$ cat src/rtl/hazard_ctrl.sv
// Pipeline hazard controller: load-use stalls, multi-cycle EX
// holds, taken-branch flushes and saturating event counters.
module hazard_ctrl #(
  parameter int MUL_CYCLES = 4,
  parameter int CNT_W      = 16
) (
  input  logic             clk_i,
  input  logic             rst_i,
  input  logic [4:0]       ID_RS1addr_i,
  input  logic [4:0]       ID_RS2addr_i,
  input  logic             ID_UseRS1_i,
  input  logic             ID_UseRS2_i,
  input  logic             EX_MemRead_i,
  input  logic [4:0]       EX_RDaddr_i,
  input  logic             EX_Multi_i,
  input  logic             Branch_taken_i,
  output logic             PCWrite_o,
  output logic             IF_ID_Write_o,
  output logic             IF_ID_Flush_o,
  output logic             ID_EX_Bubble_o,
  output logic             EX_Hold_o,
  output logic             MEM_Bubble_o,
  output logic [CNT_W-1:0] stall_cnt_o,
  output logic [CNT_W-1:0] flush_cnt_o
);

  localparam int MW = $clog2(MUL_CYCLES) + 1;
  localparam logic [MW-1:0] LAST = MW'(MUL_CYCLES - 1);

  typedef enum logic {
    RUN  = 1'b0,
    BUSY = 1'b1
  } state_t;

  state_t        state;
  state_t        state_nx;
  logic [MW-1:0] mcnt;
  logic [MW-1:0] mcnt_nx;
  logic          hold_raw;
  logic          hold;
  logic          rs1_hit;
  logic          rs2_hit;
  logic          lu;
  logic          flush;

  // State and multi-cycle counter register
  always_ff @(posedge clk_i) begin
    if (rst_i) begin
      state <= RUN;
      mcnt  <= '0;
    end else begin
      state <= state_nx;
      mcnt  <= mcnt_nx;
    end
  end

  // Next-state logic and raw hold for the multi-cycle op in EX
  always_comb begin
    state_nx = state;
    mcnt_nx  = mcnt;
    hold_raw = 1'b0;
    case (state)
      RUN: begin
        hold_raw = EX_Multi_i;
        if (EX_Multi_i) begin
          state_nx = BUSY;
          mcnt_nx  = MW'(1);
        end
      end
      BUSY: begin
        hold_raw = (mcnt < LAST);
        if (mcnt == LAST) begin
          state_nx = RUN;
          mcnt_nx  = '0;
        end else begin
          mcnt_nx = mcnt + 1'b1;
        end
      end
      default: begin
        state_nx = RUN;
        mcnt_nx  = '0;
      end
    endcase
  end

  // Hazard conditions, already ranked hold > load-use > flush
  always_comb begin
    rs1_hit = ID_UseRS1_i
            && (ID_RS1addr_i == EX_RDaddr_i);
    rs2_hit = ID_UseRS2_i
            && (ID_RS2addr_i == EX_RDaddr_i);
    hold    = !rst_i && hold_raw;
    lu      = !rst_i && !hold
            && EX_MemRead_i
            && (EX_RDaddr_i != 5'd0)
            && (rs1_hit || rs2_hit);
    flush   = !rst_i && !hold && !lu
            && Branch_taken_i;
  end

  // Control output decode; reset forces idle values
  always_comb begin
    PCWrite_o      = 1'b1;
    IF_ID_Write_o  = 1'b1;
    IF_ID_Flush_o  = 1'b0;
    ID_EX_Bubble_o = 1'b0;
    EX_Hold_o      = 1'b0;
    MEM_Bubble_o   = 1'b0;
    unique case (1'b1)
      hold: begin
        PCWrite_o     = 1'b0;
        IF_ID_Write_o = 1'b0;
        EX_Hold_o     = 1'b1;
        MEM_Bubble_o  = 1'b1;
      end
      lu: begin
        PCWrite_o      = 1'b0;
        IF_ID_Write_o  = 1'b0;
        ID_EX_Bubble_o = 1'b1;
      end
      flush: begin
        IF_ID_Flush_o = 1'b1;
      end
      default: begin
        PCWrite_o = 1'b1;
      end
    endcase
  end

  // Saturating stall and flush event counters
  always_ff @(posedge clk_i) begin
    if (rst_i) begin
      stall_cnt_o <= '0;
      flush_cnt_o <= '0;
    end else begin
      if (!PCWrite_o && (stall_cnt_o != '1))
        stall_cnt_o <= stall_cnt_o + 1'b1;
      if (IF_ID_Flush_o && (flush_cnt_o != '1))
        flush_cnt_o <= flush_cnt_o + 1'b1;
    end
  end

endmodule

$ cat config.mk
export PLATFORM = sky130hd
export DESIGN_NAME = hazard_ctrl
export DESIGN_NICKNAME = d
export VERILOG_FILES = /design/src/rtl/hazard_ctrl.sv
export SDC_FILE = /design/constraint.sdc
export NUM_CORES = 1
export LEC_CHECK = 0
export CORE_MARGIN = 2
export CORE_UTILIZATION = 30
export DETAILED_ROUTE_END_ITERATION = 8
export DONT_BUFFER_PORTS = 1
export SYNTH_ARGS = -nofsm -noshare
export SYNTH_HDL_FRONTEND = slang
export SYNTH_SLANG_ARGS = --single-unit
$ cat constraint.sdc
create_clock -name clk_i -period 4.73 [get_ports clk_i]
set_input_delay 1.1825 -clock clk_i [delete_from_list [all_inputs] [get_ports clk_i]]
set_output_delay 1.1825 -clock clk_i [all_outputs]
set_load 0.005 [all_outputs]
==> metrics.md, run 1 <==
| Metric | Value |
|---|---|
| GRT Util Overall | 0.1354 |
| Post-synth ARST share | 0 |
| Synthesized instance count | 235 |
| Area Growth Syn to Fin | 6.809% |
| Status | finished, final reports clean |
| Share of cells above drive strength 1 | 0.08696 |
| Worst path slowest cell | or4_4 |
| Leakage | 0.6972 nW |
| Min-Delay Endpoint | flush_cnt_o[9]$_SDFFE_PP0P_ |
| RSZ-0062 raised after global routing | false |
| YS warnings | 0 |
| Core Region | 6386 um2 |
| Post-synth top area share | 0.3632 |
| Worst EP required | 3.55 ns |
| P_int | between 0.4 and 0.5 mW |
| Worst path cell trace | or4_4 -> o21ai_4 -> o21a_1 -> buf_4 -> and3_1 |
| Worst path buffer plus inverter count | 1 |
| Hold path cells | 2 |
| CTS Root Buffer Type | clkbuf_8 |
| Later-pin clock latency in the skew report | 0.28 ns |
| Cell taking the most area after synthesis | dfxtp_1 |
| # IOs | 60 |
| IO Port Bufs | 0 |
| Row count | 29 |
| CP max stage delay | 0.53 ns |
| Full die area | 7281 um2 |
| Hold Crit Class | reg -> reg |
| Setup TNS Final | 0 ns |
| H-tree levels | 2 |
| R2R cell count | 6 |
| Maximum VDD drop | 0.00009248 V |
| Worst setup SP type | primary input |
| Cell with the most instances after synthesis | dfxtp_1 |
| Worst r2r src | stall_cnt_o[0]$_SDFFE_PP0P_ |
| Layout Nets | 254 |
| Power density cells | 277.1 nW/um2 |
| Hold path startpoint | flush_cnt_o[9]$_SDFFE_PP0P_ |
| CTS Buffer Depth | 2 |
| CP Max Fanout | 22 |
| Residual DRC | 0 |
| Crit. End Element | primary output |
| Ys flop type | dfxtp_1 |
| Routed WL | ~4900 um |
| Final ANT Viol Nets | 0 |
| Clock Pin Slew Worst Setup and Hold Paths | approximately 0.07 ns |
| Total number of vias | between 1,500 and 2,000 |
| Fin Clk Skew | 0.006411 ns |
| Die W | about 85 um |
| Detailed Place HPWL | 3385 um |
| Comb pwr share | 0.081 |
| Max-slew violations | 0 |
| Iteration-0 DRC Markers | 94 |
| Syn Nets | 260 |
| Initial core utilization | 0.3107 |
| Avg Cell Area, Syn | 8.444 um2 |
| Top cells by count, synth | 36 x dfxtp_1, 20 x a21oi_1, 19 x nand3_1 |
| Least-Margin Pin Slew | 0.8615 ns |
| GP Congestion | 0.7343 |
| Sequential Power Share | 0.532 |
| Register area share after synthesis | 0.3632 |
| Post-layout util | 0.3319 |
| Clk sink count | 36 |
| Net Switching | 0.1444 mW |
| Fillcell total | 673 |
| DP Area | 2029 um2 |
| Post-layout min period | 3.655 ns |
| Largest net degree at the start of global routing | 50 |
| Top cells by area, synth | dfxtp_1 36%, a21oi_1 5.0%, nand3_1 4.8% |
| Final-report setup violation count | 0 |
| Worst slew margin | 0.4213 |
| Global-route wire length before repair | 8142 um |
| Worst path arrival time | 2.47 ns |
| # hold bufs at CTS | 0 |
| Post-CTS Setup Inserts | 0 |
| Fmax | roughly 270 MHz |
| Via density per instance | 5.912 |
| Initial antenna violation count | 0 |
| Reg-to-reg slack, setup | ~2.2 ns |
| Mapped cell area | 1984 um2 |
| Clock power frac | 0.386 |
| Number of synthesized register bits | 36 |
| Post-CTS Resized | 0 |
| Design Power | between 0.5 and 0.6 mW |
| Total congestion overflow | 0 |
| Final worst path period share | 0.7727 |
| Vias in the first global route | around 1,600 |
| CTS tree | done |
| DR pass1 iterations | 4 |
| Number of antenna diodes | 0 |
| Crit path kind | in -> out |
| Net Sw Frac | 0.2459 |
| DR WL/cell | between 15 and 20 um |
| Max cap viols | 0 |
| Library cells used by synthesis | 42 |
| Final Cell Area | ~2100 um2 |
| Worst r2r dst | stall_cnt_o[14]$_SDFFE_PP0P_ |
| Num CTS Buffers | 5 |
| Die Y | 85.33 um |
| Number of synthesized flops with an enable pin | 0 |
| Hold slack | 0.5107 ns |
| Top delay family on crit path | simple AND/OR/NAND/NOR gates |
| Hold Vio Cnt, Final | 0 |
layout by cell type (no fill, tap or decap), drive strengths merged, types with 4 or more instances in the layout:
cell type / count
nor2: 15
nor4: 4
xor2: 8
a21oi: 20
dfxtp: 36
nand2: 12
nand4: 8
nand3: 19
and3: 7
o31ai: 12
inv: 6
or4: 13
mux2: 4
o21ai: 7
clkbuf: 8
o311ai: 7
o41ai: 5
tightest hold or removal path, delay by kind of cell, from the launching register on:
family | cells | cell delay (ns)
flip-flops | 1 | 0.34
AO/OA/AOI/OAI | 2 | 0.13
kinds of logic (layout without fill, tap and decap cells):
kind of cell | Yosys count | after routing | share of synthesized area
buffers and inverters | 22 | 17 | 0.05233
and+or+nand+nor | 95 | 95 | 0.2661
DFF | 36 | 36 | 0.3632
xor gates and xnor gates | 10 | 10 | 0.04414
muxes | 7 | 7 | 0.03783
adders and majority gates | 3 | 3 | 0.01892
AOI/OAI and AO/OA | 62 | 62 | 0.2175
layer usage:
layer  wire, um  track usage
met3        416      0.04475
met5          0            0
met1       2206       0.1831
met4         46      0.04618
met2       2186       0.2024
power groups by stage:
stage	Clock, mW	Combinational [mW]	Sequential [mW]
floorplan	0	0.0478	0.317
global placement	0	0.0477	0.320
detailed placement	0	0.0483	0.320
CTS	0.235	0.0484	0.312
global route	0.247	0.0550	0.313
finish	0.227	0.0478	0.313
state kept, by name, summed over array words and instances, names as in the netlist:
signal	cells
state	1
flush_cnt_o	16
stall_cnt_o	16
mcnt	3
how the worst max path moves through the flow:
stage / from / endpoint / slack [ns] / cells after the start
3_3_place_gp: EX_RDaddr_i[1] / IF_ID_Flush_o / 1.06 / 5
3_5_place_dp: EX_RDaddr_i[1] / IF_ID_Flush_o / 1.07 / 5
2_1_floorplan: EX_RDaddr_i[1] / IF_ID_Flush_o / 1.0 / 6
5_1_grt: EX_RDaddr_i[3] / IF_ID_Flush_o / 0.95 / 6
4_1_cts: EX_RDaddr_i[1] / IF_ID_Flush_o / 1.06 / 5
6_report: EX_RDaddr_i[1] / IF_ID_Flush_o / 1.08 / 5
layout make-up:
class                           count  area, um2  area share
Multi-Input combinational cell    177       1167      0.5508
Sequential cell                    36      720.7      0.3400
Tap cell                           77      96.34     0.04545
Clock buffer                        8      90.09     0.04250
Timing Repair Buffer                3      22.52     0.01063
Inverter                            6      22.52     0.01063
per-stage QoR:
stage / setup WS (ns) / cells
after floorplan: 0.9966 / 235
final: 1.075 / 307
after global placement: 1.058 / 299
after CTS: 1.060 / 307
after detailed placement: 1.067 / 299
after global routing: 0.9507 / 307
No activity file was read; power rests on OpenSTA's default activity.
==> run 2: changes to the inputs <==
- clock period: 4.73 -> 3.24 ns (I/O delays scaled with it)
==> metrics.md, run 2 (synthesized netlist as in run 1, its figures left out) <==
| Metric | Value |
|---|---|
| Status | finished, final reports clean |
| Biggest regs | flush_cnt_o: 16 flops, stall_cnt_o: 16 flops, mcnt: 3 flops |
| Routed WL | 4905 um (+1.0%) |
| Post-layout util | 0.3376 (+0.005681) |
| Post-CTS Setup Inserts | 0 (unchanged) |
| Largest net degree at the start of global routing | 50 (unchanged) |
| Die Y | 85.33 um (unchanged) |
| # IOs | 60 (unchanged) |
| Vias in the first global route | 1,663 (+3.0%) |
| Full die area | 7281 um2 (unchanged) |
| Fin Clk Skew | 0.006545 ns (+0.0001339 ns) |
| Setup TNS Final | 0 ns (unchanged) |
| Maximum VDD drop | 0.0001967 V (+110%) |
| Global-route wire length before repair | 7976 um (-2.0%) |
| Layout Nets | 256 (+0.79%) |
| Final worst path period share | 0.8492 |
| Top sig layer | met4 |
| Metal3 WL | 340 um (-18%) |
| Detailed Place HPWL | 3380 um (-0.13%) |
| RSZ-0062 raised after global routing | false |
| Worst EP required | 2.43 ns (-1.12 ns) |
| Final-report setup violation count | 0 (unchanged) |
| Final ANT Viol Nets | 0 (unchanged) |
| Area Growth Syn to Fin | 8.638% |
| Total number of vias | 1,824 (+0.50%) |
| Final setup margin | 0.4886 ns (-0.5866 ns) |
| Fmax | 363.4 MHz |
| Total congestion overflow | 0 (unchanged) |
| Post-CTS Resized | 0 (unchanged) |
| Hold Vio Cnt, Final | 0 (unchanged) |
| Initial antenna violation count | 0 (unchanged) |
| IO Port Bufs | 0 (unchanged) |
| Hold slack | 0.5100 ns (-0.0007010 ns) |
| Num CTS Buffers | 5 (unchanged) |
| Residual DRC | 0 (unchanged) |
| Clk sink count | 36 (unchanged) |
| CP Max Fanout | 3 (-86%) |
| Crit path kind | in -> out |
| Worst path arrival time | 1.94 ns (-0.53 ns) |
| Max cap viols | 0 (unchanged) |
| GRT Util Overall | 0.1336 (-0.001817) |
| DR pass1 iterations | 4 (unchanged) |
| Row count | 29 (unchanged) |
| GP Congestion | 0.7851 (+6.9%) |
| DR WL/cell | 15.87 um (+0.36%) |
| CTS tree | done |
| Least-Margin Pin Slew | 0.5883 ns (-0.2731 ns) |
| H-tree levels | 2 (unchanged) |
| Leakage | 0.7160 nW (+2.7%) |
| Design Power | 0.9288 mW (+58%) |
| # hold bufs at CTS | 0 (unchanged) |
| Power density cells | 430.8 nW/um2 (+55%) |
| CTS Root Buffer Type | clkbuf_8 |
| DR WL met2 | 2291 um (+4.8%) |
| Later-pin clock latency in the skew report | 0.29 ns (about the same) |
| Core Region | 6386 um2 (unchanged) |
| Via density per instance | 5.903 (-0.15%) |
| Most frequent cells in the layout | 36 x dfxtp_1, 20 x a21oi_1, 19 x nand3_1, 15 x nor2_1 |
| Worst setup SP type | primary input |
| Place WS | 0.4950 ns (-0.5719 ns) |
| Max-slew violations | 0 (unchanged) |
| Initial core utilization | 0.3107 (unchanged) |
| Share of cells above drive strength 1 | 0.1034 (+0.01649) |
| Worst slew margin | 0.6059 (+0.1847) |
| CTS Buffer Depth | 2 (unchanged) |
| Crit. End Element | primary output |
| Die W | 85.33 um (unchanged) |
| Met1 Routed Length | 2224 um (+0.82%) |
| Post-layout min period | 2.751 ns |
| Clock Pin Slew Worst Setup and Hold Paths | 0.08 ns (about the same) |
| Commonest non-fill, non-tap cell in the layout | dfxtp_1 |
| Hold Crit Class | reg -> reg |
| Number of antenna diodes | 0 (unchanged) |
| Iteration-0 DRC Markers | 95 (+1.1%) |
==> run 2: path summary, 6_finish.rpt <==
check / slack (ns) / cells after the start / endpoint / from
max: 0.49 / 5 / IF_ID_Flush_o / EX_RDaddr_i[3]
min: 0.51 / 2 / flush_cnt_o[9]$_SDFFE_PP0P_ / flush_cnt_o[9]$_SDFFE_PP0P_
max reg2reg: 1.06 / 7 / flush_cnt_o[5]$_SDFFE_PP0P_ / flush_cnt_o[0]$_SDFFE_PP0P_
min reg2reg: 0.51 / 2 / flush_cnt_o[9]$_SDFFE_PP0P_ / flush_cnt_o[9]$_SDFFE_PP0P_
==> run 2: metrics by stage <==
stage                     instances  cell area (um2)
after global placement          301             2044
after global routing            309             2156
after CTS                       309             2156
after floorplan                 235             1984
final                           309             2156
after detailed placement        301             2044
==> run 2: critical path, cell delays in order <==
cell and delay, ns:
xor2_1 0.14, nor4_1 0.32, a32oi_1 0.21, o21a_1 0.25, and3_1 0.22
==> run 2: layout make-up <==
| class | instances | area (um2) |
|---|---|---|
| timing repair buffer | 5 | 37.54 |
| fill | 683 | 4230 |
| multi-input combinational | 177 | 1167 |
| clock inverter | 3 | 42.54 |
| inverter | 6 | 22.52 |
| sequential | 36 | 720.7 |
| tap | 77 | 96.34 |
| clock buffer | 5 | 68.82 |
==> run 2: power breakdown <==
group | leakage, nW | internal [mW] | total, mW | switching [mW]
logic | 0.371 | 0.0270 | 0.0723 | 0.0454
clock network | 0.0541 | 0.228 | 0.401 | 0.173
registers | 0.291 | 0.447 | 0.456 | 0.00822
==> run 2: per-layer routing <==
metal,track usage,up-vias
met1,0.1724,871
li1,-,895
met4,0.04329,0
met5,0,-
met2,0.2116,53
met3,0.04280,5
==> run 3: changes to the inputs <==
- clock period: 3.24 -> 2.25 ns (I/O delays scaled with it)
==> metrics.md, run 3 (synthesized netlist as in run 1, its figures left out) <==
| Metric | Value |
|---|---|
| Status | complete, but fails checks |
| Failing checks | setup timing |
| Residual DRC | 0 (unchanged) |
| CTS Root Buffer Type | clkbuf_8 |
| # placed instances | 313 (+4.0%) |
| DR pass1 iterations | 4 (unchanged) |
| Vias in the first global route | 1,714 (+3.1%) |
| Worst EP required | 1.69 ns (-0.74 ns) |
| Final setup margin | -0.01564 ns (-0.5042 ns) |
| Worst path arrival time | 1.70 ns (-0.24 ns) |
| Via density per instance | 5.769 (-2.3%) |
| Leakage | 0.8125 nW (+13%) |
| Worst r2r dst | flush_cnt_o[12]$_SDFFE_PP0P_ |
| Later-pin clock latency in the skew report | 0.28 ns (about the same) |
| Crit. End Element | primary output |
| Max cap viols | 0 (unchanged) |
| Worst r2r src | state$_SDFF_PP0_ |
| GP Congestion | 0.7637 (-2.7%) |
| R2R cell count | 7 (unchanged) |
| Global-route wire length before repair | 8286 um (+3.9%) |
| Layout Nets | 271 (+5.9%) |
| CTS Buffer Depth | 2 (unchanged) |
| Max-slew violations | 0 (unchanged) |
| Hold Vio Cnt, Final | 0 (unchanged) |
| Busiest grt layer | met2 |
| Total number of vias | 1,869 (+2.5%) |
| Min-Delay Endpoint | stall_cnt_o[7]$_SDFFE_PP0P_ |
| IO Port Bufs | 0 (unchanged) |
| Die W | 85.33 um (unchanged) |
| Core Region | 6386 um2 (unchanged) |
| Clock Pin Slew Worst Setup and Hold Paths | 0.07 ns (about the same) |
| Commonest non-fill, non-tap cell in the layout | dfxtp_1 |
| Largest net degree at the start of global routing | 50 (unchanged) |
| Hold Crit Class | in -> reg |
| Crit path kind | in -> out |
| Total congestion overflow | 0 (unchanged) |
| Worst setup SP type | primary input |
| Post-route insts no fill | 324 (+4.9%) |
| Net Sw Frac | 0.2382 (-0.005681) |
| Iteration-0 DRC Markers | 131 (+38%) |
| Clk sink count | 36 (unchanged) |
| DR WL/cell | 15.82 um (-0.31%) |
| Initial antenna violation count | 0 (unchanged) |
| Final ANT Viol Nets | 0 (unchanged) |
| CP Max Fanout | 3 (unchanged) |
| Row count | 29 (unchanged) |
| Area Growth Syn to Fin | 19.04% |
| Final-report setup violation count | 1 (+1) |
| Least-Margin Pin Slew | 0.3477 ns (-0.2406 ns) |
| Num CTS Buffers | 5 (unchanged) |
| Sequential Power Share | 0.479 (-0.012) |
| P_int | 1.044 mW (+49%) |
| Full die area | 7281 um2 (unchanged) |
| GRT Util Overall | 0.1401 (+0.006459) |
| Final worst path period share | 1.007 |
| RSZ-0062 raised after global routing | true |
| Number of antenna diodes | 0 (unchanged) |
| Setup crit start | EX_RDaddr_i[1] |
| Met1 Resource Use GR | 0.1772 (+0.004756) |
| Grt met2 use | 0.2109 (-0.0007102) |
| Share of cells above drive strength 1 | 0.1862 (+0.08279) |
| Most frequent cells in the layout | 36 x dfxtp_1, 20 x a21oi_1, 19 x nand3_1, 18 x buf_4, 15 x nor2_1 |
| Design Power | 1.370 mW (+48%) |
| Die Y | 85.33 um (unchanged) |
| Detailed Place HPWL | 3606 um (+6.7%) |
| M3 GR Usage | 0.06615 (+0.02335) |
| Routed WL | 5127 um (+4.5%) |
| Biggest regs | flush_cnt_o: 16 flops, stall_cnt_o: 16 flops, mcnt: 3 flops |
| Power density cells | 580.0 nW/um2 (+35%) |
| # hold bufs at CTS | 0 (unchanged) |
| Hold path startpoint | rst_i |
| # IOs | 60 (unchanged) |
| CTS tree | done |
| Post-layout min period | 2.266 ns |
| Hold path cells | 1 (-1) |
| Reg-to-reg slack, setup | 0.18 ns (-0.88 ns) |
| Clock power frac | 0.409 (-0.023) |
| Maximum VDD drop | 0.0002307 V (+17%) |
| Initial core utilization | 0.3107 (unchanged) |
| Comb pwr share | 0.112 (+0.034) |
| Fin Clk Skew | 0.006062 ns (-0.0004834 ns) |
| H-tree levels | 2 (unchanged) |
| Worst slew margin | 0.7661 (+0.1601) |
| Fmax | 441.4 MHz |
| Net Switching | 0.3264 mW (+44%) |
-- run 3: through the flow --
step	utilization	setup slack (ns)	hold WS, ns	cell area (um2)	setup TNS, ns
6_report	0.3699	-0.01564	0.3506	2362	-0.01564
2_1_floorplan	-	-0.1591	0.4646	2012	-0.2368
4_1_cts	0.3570	0.009314	0.3325	2280	0
3_5_place_dp	0.3386	-0.08494	0.4892	2162	-0.8510
3_3_place_gp	0.3386	-0.08067	0.4811	2162	-0.6085
5_1_grt	0.3699	-0.05620	0.3265	2362	-0.1450
-- run 3: worst max path at each step --
stage                     slack (ns)                            to  cells after the start
after floorplan                -0.16                 IF_ID_Flush_o                      6
after global placement         -0.08  flush_cnt_o[12]$_SDFFE_PP0P_                      6
after detailed placement       -0.08  flush_cnt_o[12]$_SDFFE_PP0P_                      6
after CTS                      0.009                 IF_ID_Flush_o                      4
after global routing           -0.06                 IF_ID_Flush_o                      4
final                          -0.02                 IF_ID_Flush_o                      4
-- run 3: final cells by class --
class	instances	area, um2
Clock buffer	6	72.57
Clock inverter	2	35.03
Fill cell	672	4024
Inverter	6	22.52
Multi-Input combinational cell	177	1235
Sequential cell	36	720.7
Tap cell	77	96.34
Timing Repair Buffer	20	180.2
-- run 3: critical path, cell delays in order --
cell and delay [ns]:
or4_4 0.53, o21ai_4 0.19, o21a_1 0.20, and3_4 0.22
-- run 3: metal layers --
layer / vias to the layer above / part of all wire
li1: 929 / -
met1: 877 / 0.44
met2: 61 / 0.47
met3: 2 / 0.083
met4: 0 / 0.0041
met5: - / 0
-- run 3: timing repair --
| action | CTS | global route |
|---|---|---|
| buffers inserted | 0 | 2 |
| gates resized for setup | 2 | 6 |
| gates cloned | 0 | 1 |
| pin swaps | 1 | 5 |
| setup endpoints to repair | 3 | 4 |
-- run 3: power groups by stage --
stage                     Sequential [mW]  Combinational, mW  Clock, mW
after floorplan                     0.666              0.108          0
after global placement              0.670              0.124          0
after detailed placement            0.670              0.125          0
after CTS                           0.655              0.127      0.580
after global routing                0.658              0.170      0.606
final                               0.656              0.154      0.561
